<file path="config.mk">
export PLATFORM = sky130hd
export DESIGN_NAME = breath_led_array_flat
export DESIGN_NICKNAME = d
export VERILOG_FILES = /design/src/rtl/breath_led_array_pkg.sv /design/src/rtl/breath_led_array_if.sv /design/src/rtl/breath_led_array_channel.sv /design/src/rtl/breath_led_array.sv /design/src/flat_wrapper.sv
export SDC_FILE = /design/constraint.sdc
export NUM_CORES = 1
export LEC_CHECK = 0
export ABC_AREA = 1
export BUFFER_PORTS_ARGS = -buffer_cell sky130_fd_sc_hd__buf_2
export CAP_MARGIN = 20
export CORE_MARGIN = 3
export CORE_UTILIZATION = 45
export CTS_BUF_LIST = sky130_fd_sc_hd__clkbuf_16
export DETAILED_ROUTE_END_ITERATION = 12
export GPL_ROUTABILITY_DRIVEN = 0
export GPL_TIMING_DRIVEN = 0
export PLACE_DENSITY_LB_ADDON = 0.2
export SYNTH_ARGS = -nofsm -noshare
export SYNTH_HDL_FRONTEND = slang
export SYNTH_HIERARCHICAL = 1
export SYNTH_SLANG_ARGS = --single-unit
</file>
<file path="constraint.sdc">
create_clock -name clk -period 2.1 [get_ports clk]
set_clock_uncertainty 0.1 [all_clocks]
set_input_delay 0.42 -clock clk [delete_from_list [all_inputs] [get_ports clk]]
set_output_delay 0.42 -clock clk [all_outputs]
set_load 0.01 [all_outputs]
</file>
<file path="src/rtl/breath_led_array_pkg.sv">
// Shared constants and helpers for the multi-channel breathing LED controller.
// Mode encodings, triangle-wave mapping and per-channel phase offsets.
// Functions are elaboration/combinational helpers only; no state lives here.
package breath_pkg;

  localparam logic [1:0] MODE_OFF     = 2'd0;
  localparam logic [1:0] MODE_STEADY  = 2'd1;
  localparam logic [1:0] MODE_BREATHE = 2'd2;
  localparam logic [1:0] MODE_BLINK   = 2'd3;

  // Fold a (bits+1)-wide phase into a 0..MAX..0 ramp: the top bit selects
  // the falling half, which is the bitwise complement of the low bits.
  function automatic logic [31:0] tri_wave(input logic [31:0] x, input int bits);
    logic [31:0] mask;
    mask = (32'd1 << bits) - 32'd1;
    if (x[bits]) begin
      return ~x & mask;
    end
    return x & mask;
  endfunction

  // Even stagger of channel i across one full breathing period.
  function automatic logic [31:0] phase_off(input int i, input int ch, input int bits);
    int span;
    span = 1 << (bits + 1);
    return 32'((i * (span / ch)) % span);
  endfunction

endpackage

</file>
<file path="src/rtl/breath_led_array_if.sv">
// Control/status bundle between the board-level controller and the LED array.
// Purely wires; no latency of its own.
// No backpressure: LED outputs and the step pulse are free-running.
interface breath_led_array_if #(
  parameter int CH   = 4,
  parameter int BITS = 9
);
  logic            en;
  logic [1:0]      mode;
  logic [BITS-1:0] level;
  logic            phase_en;
  logic [CH-1:0]   led;
  logic            step_tick;

  modport master (output en, mode, level, phase_en, input led, step_tick);
  modport slave  (input en, mode, level, phase_en, output led, step_tick);
endinterface

</file>
<file path="src/rtl/breath_led_array_channel.sv">
// One LED channel: duty selection by mode, PWM compare and the output flop.
// One cycle from pwm/phase/mode state to led_o.
// No backpressure; en_i low blanks the output on the next edge.
module breath_channel
  import breath_pkg::*;
#(
  parameter int BITS = 9
) (
  input  logic            clk,
  input  logic            rst_n,
  input  logic            en_i,
  input  logic [BITS-1:0] pwm_cnt_i,
  input  logic [BITS:0]   x_i,
  input  logic [1:0]      mode_i,
  input  logic [BITS-1:0] level_i,
  output logic            led_o
);

  logic [BITS-1:0] duty;
  logic            led_d;
  logic            led_q;

  // Pick the duty for this channel and decide the next pin level.
  always_comb begin
    duty  = '0;
    led_d = 1'b0;
    case (mode_i)
      MODE_STEADY: begin
        duty  = level_i;
        led_d = pwm_cnt_i < duty;
      end
      MODE_BREATHE: begin
        duty  = BITS'(tri_wave(32'(x_i), BITS));
        led_d = pwm_cnt_i < duty;
      end
      MODE_BLINK: begin
        led_d = ~x_i[BITS];
      end
      default: begin
        led_d = 1'b0;
      end
    endcase
    if (!en_i) begin
      led_d = 1'b0;
    end
  end

  // Register the pin so the output is glitch-free.
  always_ff @(posedge clk) begin
    if (!rst_n) begin
      led_q <= 1'b0;
    end else begin
      led_q <= led_d;
    end
  end

  assign led_o = led_q;

endmodule

</file>
<file path="src/rtl/breath_led_array.sv">
// CH-channel breathing LED controller sharing one PWM counter and step prescaler.
// led: 1 cycle from counter state; step_tick: 1 cycle after prescaler wrap.
// No backpressure; en low freezes all counters and blanks the LEDs.
module breath_led_array
  import breath_pkg::*;
#(
  parameter int CH    = 4,
  parameter int BITS  = 9,
  parameter int DIV   = 12_000,
  parameter int DIV_W = $clog2(DIV)
) (
  input  logic               clk,
  input  logic               rst_n,
  breath_led_array_if.slave  bus
);

  localparam logic [BITS-1:0]  MAX      = {BITS{1'b1}};
  localparam logic [DIV_W-1:0] DIV_LAST = DIV_W'(DIV - 1);
  localparam int               PW       = BITS + 1;

  logic [BITS-1:0]  pwm_q,   pwm_d;
  logic [DIV_W-1:0] div_q,   div_d;
  logic [BITS:0]    phase_q, phase_d;
  logic [1:0]       mode_q,  mode_d;
  logic [BITS-1:0]  level_q, level_d;
  logic             tick_q,  tick_d;
  logic [CH-1:0]    led_vec;

  // Advance the counters while enabled; mode/level are only taken at the
  // last PWM cycle so every window runs with one consistent setting.
  always_comb begin
    pwm_d   = pwm_q;
    div_d   = div_q;
    phase_d = phase_q;
    mode_d  = mode_q;
    level_d = level_q;
    tick_d  = 1'b0;
    if (bus.en) begin
      pwm_d = pwm_q + 1'b1;
      if (div_q == DIV_LAST) begin
        div_d   = '0;
        tick_d  = 1'b1;
        phase_d = phase_q + 1'b1;
      end else begin
        div_d = div_q + 1'b1;
      end
      if (pwm_q == MAX) begin
        mode_d  = bus.mode;
        level_d = bus.level;
      end
    end
  end

  // Shared counter and configuration state.
  always_ff @(posedge clk) begin
    if (!rst_n) begin
      pwm_q   <= '0;
      div_q   <= '0;
      phase_q <= '0;
      mode_q  <= MODE_OFF;
      level_q <= '0;
      tick_q  <= 1'b0;
    end else begin
      pwm_q   <= pwm_d;
      div_q   <= div_d;
      phase_q <= phase_d;
      mode_q  <= mode_d;
      level_q <= level_d;
      tick_q  <= tick_d;
    end
  end

  for (genvar i = 0; i < CH; i++) begin : g_ch
    localparam logic [BITS:0] OFF = PW'(phase_off(i, CH, BITS));
    logic [BITS:0] x;
    // phase_en is used live so the stagger can be toggled at any time.
    assign x = phase_q + (bus.phase_en ? OFF : '0);

    breath_channel #(.BITS(BITS)) u_ch (
      .clk       (clk),
      .rst_n     (rst_n),
      .en_i      (bus.en),
      .pwm_cnt_i (pwm_q),
      .x_i       (x),
      .mode_i    (mode_q),
      .level_i   (level_q),
      .led_o     (led_vec[i])
    );
  end

  assign bus.led       = led_vec;
  assign bus.step_tick = tick_q;

endmodule

</file>
<file path="src/flat_wrapper.sv">
// flat-port wrapper written by rule: the top's interface ports become plain ports
module breath_led_array_flat import breath_pkg::*;
#(
  parameter int CH    = 4,
  parameter int BITS  = 9,
  parameter int DIV   = 12_000,
  parameter int DIV_W = $clog2(DIV)
)
  (clk, rst_n, bus_en, bus_mode, bus_level, bus_phase_en, bus_led, bus_step_tick);
  breath_led_array_if #(.CH(CH), .BITS(BITS)) bus_i ();
  input  logic clk;
  input  logic rst_n;
  input wire logic [$bits(bus_i.en)-1:0] bus_en;
  input wire logic [$bits(bus_i.mode)-1:0] bus_mode;
  input wire logic [$bits(bus_i.level)-1:0] bus_level;
  input wire logic [$bits(bus_i.phase_en)-1:0] bus_phase_en;
  output wire logic [$bits(bus_i.led)-1:0] bus_led;
  output wire logic [$bits(bus_i.step_tick)-1:0] bus_step_tick;
  assign bus_i.en = bus_en;
  assign bus_i.mode = bus_mode;
  assign bus_i.level = bus_level;
  assign bus_i.phase_en = bus_phase_en;
  assign bus_led = bus_i.led;
  assign bus_step_tick = bus_i.step_tick;
  breath_led_array #(.CH(CH), .BITS(BITS), .DIV(DIV), .DIV_W(DIV_W)) u_core (.clk(clk), .rst_n(rst_n), .bus(bus_i));
endmodule
</file>
==> results.txt <==
The run finished, with violations left. The checks that failed: setup timing. The maximum fanout count along the critical path works out to 5.

The number of placed instances, taps included was 841. The horizontal die dimension works out to 106 um. Dividing total power by cell area gives a power density of 398 mW/mm2. The number of maximum-capacitance constraint violations is 0.

The netlist uses 33 different library cells. The total number of vias is 4149, and the count of standard-cell rows is 36. The slowest stage of the critical path belongs to the cell dfxtp_4. Clock-pin slew was measured on the worst setup and hold paths at 70 ps. For the pin with the worst max-slew slack, the measured transition is 582 ps.

In the post-synthesis netlist, the biggest area contributors are dfxtp_1, ha_1, nand2_1, inv_1, nor2_1. Dividing the detail-routed wire length by the instance count gives 12.5 um. The number of cells on the worst reg-to-reg path is 11. The first global-routing pass estimated 18100 um of wire. Non-filler instance count after layout: 855. The worst setup path is captured at a flip-flop. The tools report the final-report setup violation count as 1. CTS buffer count: 5. Summed over all instances, the cell type with the most area after synthesis is dfxtp_1. The overall die area came out at 0.0113 mm2.

Number of nets in the synthesized netlist: 774. After legalization and detailed placement, the total HPWL measured 8190 um. The run gives 0 as the initial antenna violation count. The tools report the worst flop-to-flop path startpoint as u_core/phase_q[8]. Entering global routing, the biggest net connects 16 pins. From synthesis to final layout, the design area changed by 13.1%. For this block, the routed nets add up to 10700 um of wire. The detailed router finished its first iteration with 169 violations. The number of hold buffers added after CTS is 0. The total track usage is 0.199, and the number of instances on the worst hold path is 3. For the worst-skew pair, the clock arrives at the later sink with an insertion delay of 290 ps. For the number of sinks on the clock net, the log shows 49. The layout net count came out at 806. Final critical-path setup slack: -12.1 ps. The total of warnings raised by yosys was 6; the number of top-level pins was 20. The post-synthesis average cell area is 6.59 um2, and the top achievable clock speed is 473 MHz. The die outline height was 106 um.

The share of layout cells above drive strength 1 is 0.141. TritonCTS built the clock tree. For this run the aggregate overflow at the end of global routing stands at 0.

The final hold violation count was 0. The tools report the startpoint of the worst hold path as bus_level[3]. The analysis attributes to cell leakage a power of 2.37 nW. Setup repair after global routing could not meet its margin everywhere. The top cell type's share of synthesized area came out at 0.216. Using the TritonRoute via totals, the vias-per-cell ratio works out to 4.85. The category of the worst setup path launch point was a flip-flop. For the maximum vdd drop, the log shows 362 uV. Setup total negative slack on the finished layout was measured at -12.1 ps. The endpoint identified for the worst register-to-register timing path is u_core/g_ch[3].u_ch/led_o. Walking the worst path, the cells encountered are ha_4 > xor2_2 > buf_6 > xnor2_1 > ha_1 > a21o_1 > nor2_1 > nand4_1 > nand3_1 > nand2_1 > inv_1. The fraction of the yosys area taken by sequential cells was 0.216. The repair_antennas step left the layout with diodes totalling 0. At the worst endpoint, the required time is 2250 ps. In this design, the stage delay of the slowest critical-path cell is 380 ps. The count of pins over their slew limit is 0, and the detailed-router iteration count before antenna repair is 4.

The run gives 951 as the filler cell count in the final layout. The minimum clock period came out at 2110 ps. Buffers placed on the I/O ports in this run total 19. The worst hold path terminates at u_core/level_q[3].

Clock root buffer master: clkbuf_16. In this run the deepest clock path goes through 2 buffers. The logs give 3997 for the number of global-route vias before repair and 0.00977 mm2 for the total core area.

Data on the critical path arrives at its endpoint at 2260 ps. The worst hold path belongs to the class input port to flip-flop. The tools report the gate count after technology mapping as 689. The starting utilization of the core area was 0.464; the number of H-tree levels was 2.

The logs give 0 for the residual antenna-violating net count after detailed routing and -10 ps for the flop-to-flop setup slack. Synthesis inferred 49 register bits. The portion of the clock cycle consumed by the worst path in the final layout is 1.01. The tools report the worst slew slack as a fraction of its limit as 0.611.

The post-detailed-route DRC marker count was 0. The kind of cell with the highest combined delay on the critical path is adder cells. By startpoint and endpoint, the worst setup path is classified as flip-flop to flip-flop. Counting both buffers and inverters, the worst setup path holds a total of 2. For the post-synthesis instance area, the log shows 0.00454 mm2.
## layer usage
metal  vias up  track usage  wire [um]
met3        18       0.0267        234
met1      1874        0.244       4970
met5         -            0          0
met4         0       0.0703        201
met2        42        0.357       5320
li1       2215            -          -
## flip-flops by register name, summed over array words and instances (netlist names)
register                flops
u_core/bus.step_tick        1
u_core/div_q               14
u_core/g_ch.u_ch/led_o      4
u_core/level_q              9
u_core/mode_q               2
u_core/phase_q             10
u_core/pwm_q                9
## worst register-to-register path, cell delays in order, from the launching register on
cell,delay [ps]
dfxtp_4,380
ha_4,190
xor2_2,190
buf_6,150
xnor2_1,120
ha_1,330
a21o_1,190
nor2_1,110
nand4_1,120
nand3_1,80
nand2_1,60
inv_1,50
## report_power, final
part           leakage [nW]  internal [mW]  switching [mW]  total [mW]
Combinational          1.90          0.120           0.158       0.278
Clock                0.0754          0.440           0.365       0.806
Sequential            0.402          0.936          0.0239       0.959
## synthesized netlist by cell type (all sizes together)
cell    number
buf          7
xnor2       33
nor3         7
nand3       31
dfxtp       49
nand2      175
or2          3
ha          70
a311oi       1
clkbuf       5
a31oi        3
a21oi       25
inv        124
o21a         1
nand4       12
nor2       104
nor3b        3
a21o         4
o21ai       25
xor2         6
nand3b       1
## final cells by class
| type | count | area, um2 | area share |
|---|---|---|---|
| clock buffers | 5 | 125 | 0.0244 |
| multi-input cells | 504 | 3100 | 0.604 |
| well taps | 133 | 166 | 0.0324 |
| inverters | 124 | 475 | 0.0926 |
| clock inverters | 3 | 17.5 | 0.00341 |
| flip-flops and latches | 49 | 1000 | 0.195 |
| plain buffers | 11 | 81.3 | 0.0158 |
| repair buffers | 26 | 166 | 0.0324 |
## worst max path at each step
stage / start / endpoint / slack [ps] / depth (start not counted)
final: u_core/phase_q[8] / u_core/g_ch[3].u_ch/led_o / -10 / 11
after global routing: u_core/phase_q[8] / u_core/g_ch[3].u_ch/led_o / -110 / 11
after CTS: u_core/phase_q[9] / u_core/g_ch[3].u_ch/led_o / 8 / 12
after detailed placement: bus_phase_en / u_core/g_ch[3].u_ch/led_o / -270 / 13
after global placement: bus_phase_en / u_core/g_ch[3].u_ch/led_o / -250 / 13
after floorplan: u_core/phase_q[9] / u_core/g_ch[3].u_ch/led_o / 20 / 12
## timing repair
| item | in CTS | in global routing |
|---|---|---|
| pin swaps | 2 | 14 |
| gates resized for setup | 17 | 20 |
| hold endpoints to repair | 0 | 0 |
| setup endpoints to repair | 13 | 15 |
| gates cloned | 1 | 2 |
| setup buffers | 3 | 1 |
## stage by stage
stage	hold slack, ps	instance area (um2)	power (mW)	setup WS (ps)	utilization
floorplan	377	4540	1.16	24.1	-
global placement	395	4800	1.22	-247	0.491
finish	277	5130	2.04	-12.1	0.525
CTS	275	5030	2.05	7.71	0.515
detailed placement	408	4800	1.23	-266	0.491
global route	288	5130	2.15	-111	0.525
## cells by family (layout without fill, tap and decap cells)
family	count (synthesis)	in the layout	share of synthesized area
AOI/OAI and AO/OA	59	59	0.0703
xor gates and xnor gates	39	39	0.0753
adders and majority gates	70	70	0.193
buffers and inverters	136	169	0.123
DFF	49	49	0.216
and+or+nand+nor	336	336	0.323
## cell usage in the layout (no fill, tap or decap), types with 4 or more instances in the layout
master	Yosys	layout
clkbuf_16	0	6
buf_4	1	5
inv_1	117	118
nand2_1	167	163
xnor2_1	33	33
o21ai_1	5	5
nand2_2	7	11
nor3_1	7	6
nor2_4	2	4
dfxtp_1	49	38
nand4_1	12	12
nor2_1	95	89
clkbuf_1	5	4
nand3_1	22	22
inv_4	4	4
a21o_1	4	4
nand3_2	9	9
buf_2	2	22
dfxtp_2	0	8
ha_1	70	69
a21oi_1	24	24
nor2_2	7	11
buf_6	4	4
o21ai_0	20	20
(Power assumes the default switching activity.)
